<file path="config.mk">
export PLATFORM = sky130hd
export DESIGN_NAME = muldiv_sequencer
export DESIGN_NICKNAME = d
export VERILOG_FILES = /design/src/rtl/muldiv_sequencer.sv
export SDC_FILE = /design/constraint.sdc
export NUM_CORES = 1
export LEC_CHECK = 0
export ABC_AREA = 1
export CORE_ASPECT_RATIO = 0.75
export CORE_MARGIN = 8
export CORE_UTILIZATION = 38
export DETAILED_ROUTE_END_ITERATION = 6
export DONT_BUFFER_PORTS = 1
export GPL_TIMING_DRIVEN = 0
export PLACE_DENSITY = 0.62
export SLEW_MARGIN = 20
export SYNTH_ARGS = -nofsm -noshare
export SYNTH_HDL_FRONTEND = slang
export SYNTH_SLANG_ARGS = --single-unit
</file>
<file path="constraint.sdc">
create_clock -name clk -period 3.25 [get_ports clk]
set_input_delay 0.4875 -clock clk [delete_from_list [all_inputs] [get_ports clk]]
set_output_delay 0.4875 -clock clk [all_outputs]
set_load 0.01 [all_outputs]
</file>
<file path="src/rtl/muldiv_sequencer.sv">
// muldiv_sequencer: iterative MUL (shift-add) and signed DIV (restoring)
// unit that sits beside the ALU in EX and stalls the pipeline until the
// result is ready.
//
// Handshake: a request is taken when the unit is IDLE and start=1 with a
// MUL/DIV code and no flush in the same cycle; stall is raised in that very
// cycle and stays high through the run states. done pulses for one cycle
// with result/div_by_zero valid; stall is already low in that cycle so the
// pipeline advances together with the pulse.
module muldiv_sequencer #(
    parameter int WIDTH = 32,
    parameter int CNT_W = 6
) (
    input  logic             clk,
    input  logic             reset,
    input  logic             start,
    input  logic [3:0]       alu_ctrl,
    input  logic [WIDTH-1:0] operand_a,
    input  logic [WIDTH-1:0] operand_b,
    input  logic             flush,
    output logic             stall,
    output logic             busy,
    output logic             done,
    output logic [WIDTH-1:0] result,
    output logic             div_by_zero,
    output logic [1:0]       dbg_state
);

    localparam logic [3:0] CTRL_MUL = 4'b0111;
    localparam logic [3:0] CTRL_DIV = 4'b0100;
    localparam int         MSB      = WIDTH - 1;

    typedef enum logic [1:0] {
        S_IDLE    = 2'd0,
        S_MUL_RUN = 2'd1,
        S_DIV_RUN = 2'd2,
        S_DONE    = 2'd3
    } state_t;

    state_t           r_state;
    logic [CNT_W-1:0] r_cnt;
    logic [WIDTH-1:0] r_acc;     // product accumulator (MUL) / partial remainder (DIV)
    logic [WIDTH-1:0] r_opa;     // multiplicand (MUL) / dividend shifting into quotient (DIV)
    logic [WIDTH-1:0] r_opb;     // multiplier (MUL) / divisor magnitude (DIV)
    logic             r_neg;     // quotient must be negated at the end
    logic             r_busy;
    logic             r_done;
    logic [WIDTH-1:0] r_result;
    logic             r_dbz;

    logic             w_is_mul;
    logic             w_is_div;
    logic             w_accept;
    logic [WIDTH-1:0] w_abs_a;
    logic [WIDTH-1:0] w_abs_b;
    logic [WIDTH-1:0] w_prod_next;
    logic [WIDTH:0]   w_rem_sh;
    logic [WIDTH:0]   w_diff;
    logic             w_ge;
    logic [WIDTH-1:0] w_rem_next;
    logic [WIDTH-1:0] w_quo_next;
    logic [WIDTH-1:0] w_quo_signed;

    // Request decode and the datapath for one MUL or DIV iteration
    always_comb begin
        w_is_mul    = (alu_ctrl == CTRL_MUL);
        w_is_div    = (alu_ctrl == CTRL_DIV);
        w_accept    = (r_state == S_IDLE) && start && (w_is_mul || w_is_div) && !flush;
        w_abs_a     = operand_a[MSB] ? -operand_a : operand_a;
        w_abs_b     = operand_b[MSB] ? -operand_b : operand_b;
        w_prod_next = r_acc + (r_opb[0] ? r_opa : '0);
        // Remainder < divisor <= 2^(WIDTH-1), so one extra bit holds the shifted value
        w_rem_sh    = {r_acc, r_opa[MSB]};
        w_diff      = w_rem_sh - {1'b0, r_opb};
        w_ge        = !w_diff[WIDTH];
        w_rem_next  = w_ge ? w_diff[WIDTH-1:0] : w_rem_sh[WIDTH-1:0];
        w_quo_next  = {r_opa[WIDTH-2:0], w_ge};
        // Negation wraps naturally, so MIN / -1 yields MIN without a flag
        w_quo_signed = r_neg ? -w_quo_next : w_quo_next;
    end

    // Sequencer FSM with registered busy/done/result/div_by_zero
    always_ff @(posedge clk) begin
        if (reset) begin
            r_state  <= S_IDLE;
            r_cnt    <= '0;
            r_acc    <= '0;
            r_opa    <= '0;
            r_opb    <= '0;
            r_neg    <= 1'b0;
            r_busy   <= 1'b0;
            r_done   <= 1'b0;
            r_result <= '0;
            r_dbz    <= 1'b0;
        end else begin
            r_done <= 1'b0;
            case (r_state)
                S_IDLE: begin
                    if (w_accept) begin
                        r_cnt <= CNT_W'(WIDTH);
                        r_acc <= '0;
                        r_dbz <= 1'b0;
                        if (w_is_div) begin
                            r_opa <= w_abs_a;
                            r_opb <= w_abs_b;
                            r_neg <= operand_a[MSB] ^ operand_b[MSB];
                            if (operand_b == '0) begin
                                r_state  <= S_DONE;
                                r_done   <= 1'b1;
                                r_dbz    <= 1'b1;
                                r_result <= '1;
                            end else begin
                                r_state <= S_DIV_RUN;
                                r_busy  <= 1'b1;
                            end
                        end else begin
                            r_opa   <= operand_a;
                            r_opb   <= operand_b;
                            r_neg   <= 1'b0;
                            r_state <= S_MUL_RUN;
                            r_busy  <= 1'b1;
                        end
                    end
                end
                S_MUL_RUN: begin
                    if (flush) begin
                        r_state <= S_IDLE;
                        r_busy  <= 1'b0;
                    end else begin
                        r_acc <= w_prod_next;
                        r_opa <= r_opa << 1;
                        r_opb <= r_opb >> 1;
                        r_cnt <= r_cnt - CNT_W'(1);
                        if (r_cnt == CNT_W'(1)) begin
                            r_state  <= S_DONE;
                            r_busy   <= 1'b0;
                            r_done   <= 1'b1;
                            r_result <= w_prod_next;
                        end
                    end
                end
                S_DIV_RUN: begin
                    if (flush) begin
                        r_state <= S_IDLE;
                        r_busy  <= 1'b0;
                    end else begin
                        r_acc <= w_rem_next;
                        r_opa <= w_quo_next;
                        r_cnt <= r_cnt - CNT_W'(1);
                        if (r_cnt == CNT_W'(1)) begin
                            r_state  <= S_DONE;
                            r_busy   <= 1'b0;
                            r_done   <= 1'b1;
                            r_result <= w_quo_signed;
                        end
                    end
                end
                S_DONE: begin
                    r_state <= S_IDLE;
                end
                default: begin
                    r_state <= S_IDLE;
                end
            endcase
        end
    end

    assign stall       = w_accept || (r_state == S_MUL_RUN) || (r_state == S_DIV_RUN);
    assign busy        = r_busy;
    assign done        = r_done;
    assign result      = r_result;
    assign div_by_zero = r_dbz;
    assign dbg_state   = r_state;

endmodule

</file>
==> results of run 1 <==
critical path: stages (launching register included):
cell and delay (ns):
dfxtp_4 0.39, inv_4 0.07, ha_4 0.12, inv_2 0.04, fa_2 0.35, nand2_2 0.08
nand2_2 0.06, nand3_2 0.08, nand2_2 0.08, nand2_2 0.09, nand2_4 0.07, nand2_4 0.10
nand3_4 0.09, nand2_8 0.12, ha_4 0.15, nand3_4 0.10, nor2_4 0.16, nand4_1 0.19
nor3_4 0.25, nand3_4 0.15, buf_6 0.14, o211ai_1 0.14, nand3_1 0.13, nand3_2 0.13
nand2_1 0.05, inv_1 0.04
layout make-up:
| class | count | area, um^2 | share of cell area, % |
|---|---|---|---|
| plain buffers | 87 | 422 | 2.77 |
| repair buffers | 25 | 211 | 1.39 |
| well taps | 457 | 572 | 3.76 |
| flip-flops and latches | 140 | 2820 | 18.5 |
| multi-input cells | 1769 | 9600 | 63.1 |
| clock inverters | 14 | 123 | 0.806 |
| clock buffers | 18 | 439 | 2.89 |
| inverters | 272 | 1030 | 6.77 |
final timing paths:
kind / cells after the start / to / slack (ns)
hold reg to reg: 2 / r_opb[28]$_SDFFE_PP0P_ / 0.47
setup / recovery: 25 / result[26]$_SDFFE_PP0P_ / -0.18
hold / removal: 2 / r_opa[31]$_SDFFE_PP0P_ / 0.19
setup reg to reg: 25 / result[26]$_SDFFE_PP0P_ / -0.18
per-layer routing:
layer  track usage, %  up-vias  share of wire, %
met1             42.5     7525                48
met2             36.2      799                38
met5             1.08        -              0.11
li1                 -     7657                 -
met3             7.98       74                12
met4             6.64        2               1.9
placed cells by master, fill, tap and decap left out, types with 10 or more instances in the layout:
cell and instances:
nand3_1 146, xnor2_1 23, xor2_1 27, inv_1 259, nand4_1 30, nor3_1 22, o21ai_1 65, o21ai_0 142
a21oi_1 225, a31oi_1 30, nor2_1 206, clkbuf_16 17, ha_4 10, clkbuf_1 42, o211ai_1 37, buf_2 19
dfxtp_1 132, buf_4 28, nand2_2 17, ha_1 55, nand2_1 573
kinds of logic (layout without fill, tap and decap cells):
group,after synthesis,after routing,share of synthesized area (%)
AND/OR/NAND/NOR,1077,1077,34.5
AO/OA/AOI/OAI,567,567,23.4
buffers and inverters,359,416,10.8
flip-flops,140,140,21.0
adder cells (fa/ha/maj),75,75,7.14
XOR/XNOR,50,50,3.28
through the flow:
| stage | setup TNS (ns) | cell area [um^2] | setup WS [ns] | hold WS (ns) | cells |
|---|---|---|---|---|---|
| 3_5_place_dp | -15.83 | 13900 | -1.28 | 0.456 | 2725 |
| 4_1_cts | -0.679 | 14800 | -0.194 | 0.187 | 2773 |
| 3_3_place_gp | -15.87 | 13900 | -1.35 | 0.452 | 2725 |
| 2_1_floorplan | 0 | 13400 | 0.0826 | 0.445 | 2268 |
| 6_report | -0.813 | 15200 | -0.184 | 0.195 | 2782 |
| 5_1_grt | -1.95 | 15200 | -0.313 | 0.190 | 2782 |
what timing repair did:
| item | 4_1_cts | 5_1_grt |
|---|---|---|
| pin swaps | 20 | 29 |
| resized for setup | 59 | 77 |
| setup buffers | 16 | 9 |
| setup endpoints to repair | 68 | 73 |
registers in the layout (all words and copies together), names as in the netlist:
signal       flops
r_acc           32
r_opa           32
r_opb           32
result          32
r_cnt            6
dbg_state        2
busy             1
div_by_zero      1
done             1
r_neg            1
power by group:
group	internal, mW	switching [mW]
Sequential	2.03	0.398
Combinational	3.37	6.88
Clock	1.07	0.904
Total	6.48	8.18
==> run metrics, run 1 <==
ys flop type=dfxtp_1; DRC=0; CTS Buffer Depth=2; RSZ-0062 raised after global routing=yes; CTS tree=built; Max-Cap Viols=0; final hold vios=0; vias per cell=5.77; Cell Area, Synth=13400 um^2; nature of the critical path startpoint=flop; core area=34700 um^2; CTS Sinks=140; Peak VDD IR=0.000612 V; Crit. End Element=flop; most frequent cells after synthesis=587 x nand2_1, 261 x inv_1, 234 x a21oi_1, 214 x nor2_1, 157 x nand3_1; Slew @ Worst Pin=1.18 ns; Post-synth EDFFs=0; initial core utilization=38.5%; IO buf count=0; Fillers=3794; largest net degree at the start of global routing=17; Placer Congestion=1.00; post-layout util=43.9%; slew margin rel.=21.6%; Final Critical Period=3.43 ns; DR iter-0 viols=1998; WL final=59600 um; CP max FO=3; Worst Clk Skew=0.0101 ns; count leader, synth=nand2_1; synth warn=0; Post-synth ARST share=0%; status=complete, but fails checks; CP arrival=3.84 ns; Die X=232 um; total die area=41500 um^2; via count of the first global-routing pass=13800; clock buffer count from CTS=17; # rows=59; # hold bufs at CTS=0; Final Cycle Share=106%; io pins=110; hold_sp=operand_a[31]; reg-to-reg startpoint=r_opa[31]$_SDFFE_PP0P_; critical path type=reg -> reg; fmax=291 MHz; Clk Latency, worst-skew pair=0.46 ns; TritonRoute pass-1 iters=6; Avg WL per Cell=21.4 um; diode count=0; Die Span Y=178 um; Yosys top cell by area=dfxtp_1; register area share after synthesis=21.0%; initial antenna violation count=0; Synth top area share=21.0%; Distinct cells, synth=56; Area growth syn-to-layout=13.9%; Min-Delay Path Class=in -> reg; GR Overflow Total=0; CP Data Required Time=3.66 ns; DP HPWL=47900 um; Synth Net Count=2415; DRT antenna net count=0; crit path launch=r_opa[31]$_SDFFE_PP0P_; GR Util All Layers=27.6%; Cells after Synth=2268; first-pass GRT wire length=86300 um; Max Transition Viols Final=0; Leak=6.90 nW; layout cells sized above 1=9.72%; Synth area leaders=dfxtp_1 21%, nand2_1 16%, a21oi_1 8.8%; failing checks=setup timing; Final WS setup=-0.184 ns; H-tree Lvls=4; via count=16100; Total Power=14.7 mW; final setup fails=8; flops & latches, synth=140; P per Cell Area=963 nW/um^2; nets@finish=2459; Mapped Avg Cell Area=5.89 um^2; Reg clk slew, reported paths=0.07 ns; CTS Root Cell=clkbuf_16
Power figures use the tool's default switching activity.
==> inputs of run 2 (changes only) <==
--- a/config.mk
+++ b/config.mk
@@ -7,7 +7,6 @@
 export LEC_CHECK = 0
 export ABC_AREA = 1
 export CORE_ASPECT_RATIO = 0.75
-export CORE_MARGIN = 8
 export CORE_UTILIZATION = 38
 export DETAILED_ROUTE_END_ITERATION = 6
 export DONT_BUFFER_PORTS = 1
==> run 2 against run 1 <==
- global-route usage grew 4.9 points
- first-iteration DRC count increased by 3.6%
- largest cell class unchanged
- the flow still finishes with violations (setup timing)
- non-clock buffer count down 10
- highest routed layer is now met4
- largest power group unchanged
- total power is 4.4% lower
==> run metrics, run 2 (synthesis gave the netlist of run 1 again) <==
status=complete, but fails checks; failing checks=setup timing; DRC=0 (unchanged); most common cell after layout, fill and taps aside=nand2_1; CTS tree=built; Die X=218 um (-6.0%); clock buffer count from CTS=17 (unchanged); CTS Root Cell=clkbuf_16; Setup WS pre-CTS=-1.24 ns (+0.0445 ns); grt met1 use=50.7% (+8.2 points); nets@finish=2449 (-0.41%); CP peak stage delay=0.39 ns (about the same); Clk Latency, worst-skew pair=0.46 ns (about the same); R2R setup slack=-0.24 ns (-0.05 ns); H-tree Lvls=4 (unchanged); first-pass GRT wire length=85700 um (-0.76%); FF-to-FF End=result[30]$_SDFFE_PP0P_; IO buf count=0 (unchanged); slew margin rel.=22.0% (+0.40 points); nature of the critical path startpoint=flop; RSZ-0062 raised after global routing=yes; M2 GR Usage=40.5% (+4.4 points); placed cells=2725 (unchanged); final hold vios=0 (unchanged); CP cell instances=inv_2 > ha_4 > inv_4 > fa_2 > nand2_2 > nand2_2 > nand3_2 > nand2_2 > nand2_2 > nand2_4 > nand2_4 > nand3_4 > nand2_8 > ha_4 > nand3_4 > nor3_1 > nand2_1 > nor3_1 > xor2_1 > nand2_1 > o211ai_1 > a31oi_1; Storage cell area=2810 um^2 (-0.18%); most frequent cells in the layout=579 x nand2_1, 259 x inv_1, 229 x a21oi_1; vias per cell=5.75 (-0.46%); met3 Resource Use GR=9.19% (+1.2 points); final setup fails=6 (-2); Total Power=14.0 mW (-4.4%); via count of the first global-routing pass=14000 (+1.0%); Slew @ Worst Pin=1.17 ns (-0.00603 ns); worst-case reg-to-reg path depth=22 (-12%); largest net degree at the start of global routing=17 (unchanged); initial antenna violation count=0 (unchanged); critical path type=reg -> reg; CP arrival=3.82 ns (-0.02 ns); # hold bufs at CTS=0 (unchanged); Avg WL per Cell=21.1 um (-1.7%); CTS Sinks=140 (unchanged); Worst Clk Skew=0.0109 ns (+0.000793 ns); GR Overflow Total=0 (unchanged); Die Span Y=164 um (-7.8%); DRT antenna net count=0 (unchanged); TritonRoute pass-1 iters=7 (+1); final cell count without fillers=2774 (-0.29%); CP max FO=3 (unchanged); Reg clk slew, reported paths=0.06 ns (about the same); GR Util All Layers=32.5% (+4.9 points); DR iter-0 viols=2070 (+3.6%); P per Cell Area=935 nW/um^2 (-2.9%); Max-Cap Viols=0 (unchanged); Min-Delay Path Class=in -> reg; Slowest-stage cell, CP=dfxtp_4; crit path launch=r_opa[31]$_SDFFE_PP0P_; Leak=6.87 nW (-0.35%); via count=15900 (-0.75%); layout cells sized above 1=8.08% (-1.6 points); DP HPWL=47300 um (-1.2%); Final Cycle Share=107% (+1.7 points); reg-to-reg startpoint=r_opa[31]$_SDFFE_PP0P_; WL final=58400 um (-1.9%); Final Critical Period=3.49 ns (+0.0541 ns); Final WS setup=-0.238 ns (-0.0541 ns); CP Data Required Time=3.58 ns (-0.08 ns); smallest hold slack=0.197 ns (+0.00184 ns); Area growth syn-to-layout=12.1%; io pins=110 (unchanged); Peak VDD IR=0.000574 V (-6.2%); GRT Max-Usage Layer=met1; core area=34600 um^2 (-0.21%); CTS Buffer Depth=2 (unchanged); Fillers=3814 (+0.53%); # rows=59 (unchanged); Worst Setup EP=result[30]$_SDFFE_PP0P_; Placer Congestion=0.995 (-0.93%); total die area=35900 um^2 (-13%); Crit path top cell by count=nand2_2; initial core utilization=38.6% (+0.082 points); Crit. End Element=flop; Multi-input gate area=9420 um^2 (-1.9%); fmax=287 MHz (-1.6%); Max Transition Viols Final=0 (unchanged)
run 2: changes by cell type in the layout (fill, tap and decap cells not counted), sizes merged:
cell      before  now
buf           64   54
clkinvlp       6    3
clkbuf        66   68
diode          0    2
bufinv         1    2
run 2: final cells by class:
cell class / count / share of cell area [%]
Clock inverter: 12 / 0.936
Clock buffer: 20 / 3.05
Tap cell: 457 / 3.82
Sequential cell: 140 / 18.8
Multi-Input combinational cell: 1769 / 62.9
Antenna cell: 2 / 0.0334
Timing Repair Buffer: 15 / 0.777
Inverter: 272 / 6.86
Buffer: 87 / 2.84
run 2: metal layers:
layer,vias to the layer above,routed length (um)
met2,757,21100
met1,7444,28600
li1,7649,-
met4,0,1770
met3,87,6980
met5,-,0
run 2: per-stage QoR:
stage               utilization [%]  TNS, ns  instance area (um^2)
floorplan                         -        0                 13400
global placement               40.2   -15.54                 13900
detailed placement             40.3   -16.75                 13900
CTS                            42.7   -0.422                 14800
global route                   43.2    -1.86                 15000
finish                         43.3   -0.920                 15000
run 2: report_power, final:
part	switching, mW	leakage (nW)	total, mW	internal (mW)
combinational	6.56	5.46	9.52	2.96
sequential	0.395	1.14	2.43	2.03
clock	0.886	0.283	2.06	1.18
total	7.84	6.87	14.0	6.17
run 2: worst min-delay path by stage:
stage,from,endpoint,slack [ns],cells past startpoint
global route,operand_b[31],r_opb[31]$_SDFFE_PP0P_,0.20,2
detailed placement,r_opb[23]$_SDFFE_PP0P_,r_opb[23]$_SDFFE_PP0P_,0.46,2
floorplan,r_opb[20]$_SDFFE_PP0P_,r_opb[20]$_SDFFE_PP0P_,0.45,2
finish,operand_b[0],r_opb[0]$_SDFFE_PP0P_,0.20,2
global placement,r_opb[26]$_SDFFE_PP0P_,r_opb[26]$_SDFFE_PP0P_,0.45,2
CTS,operand_b[0],r_opb[0]$_SDFFE_PP0P_,0.19,2
run 2: timing repair:
action,in CTS,in global routing
resized for setup,48,52
gates cloned,0,0
endpoints found under the setup margin,78,76
pin swaps,17,4
buffers inserted,12,3
run 2: worst max-delay path, delay by kind of cell, from the launching register on:
family                     cells  cell delay [ns]
AOI/OAI and AO/OA              2             0.21
xor gates and xnor gates       1             0.18
adders and majority gates      3             0.66
buffers and inverters          2             0.11
DFF                            1             0.39
and+or+nand+nor               14             1.80
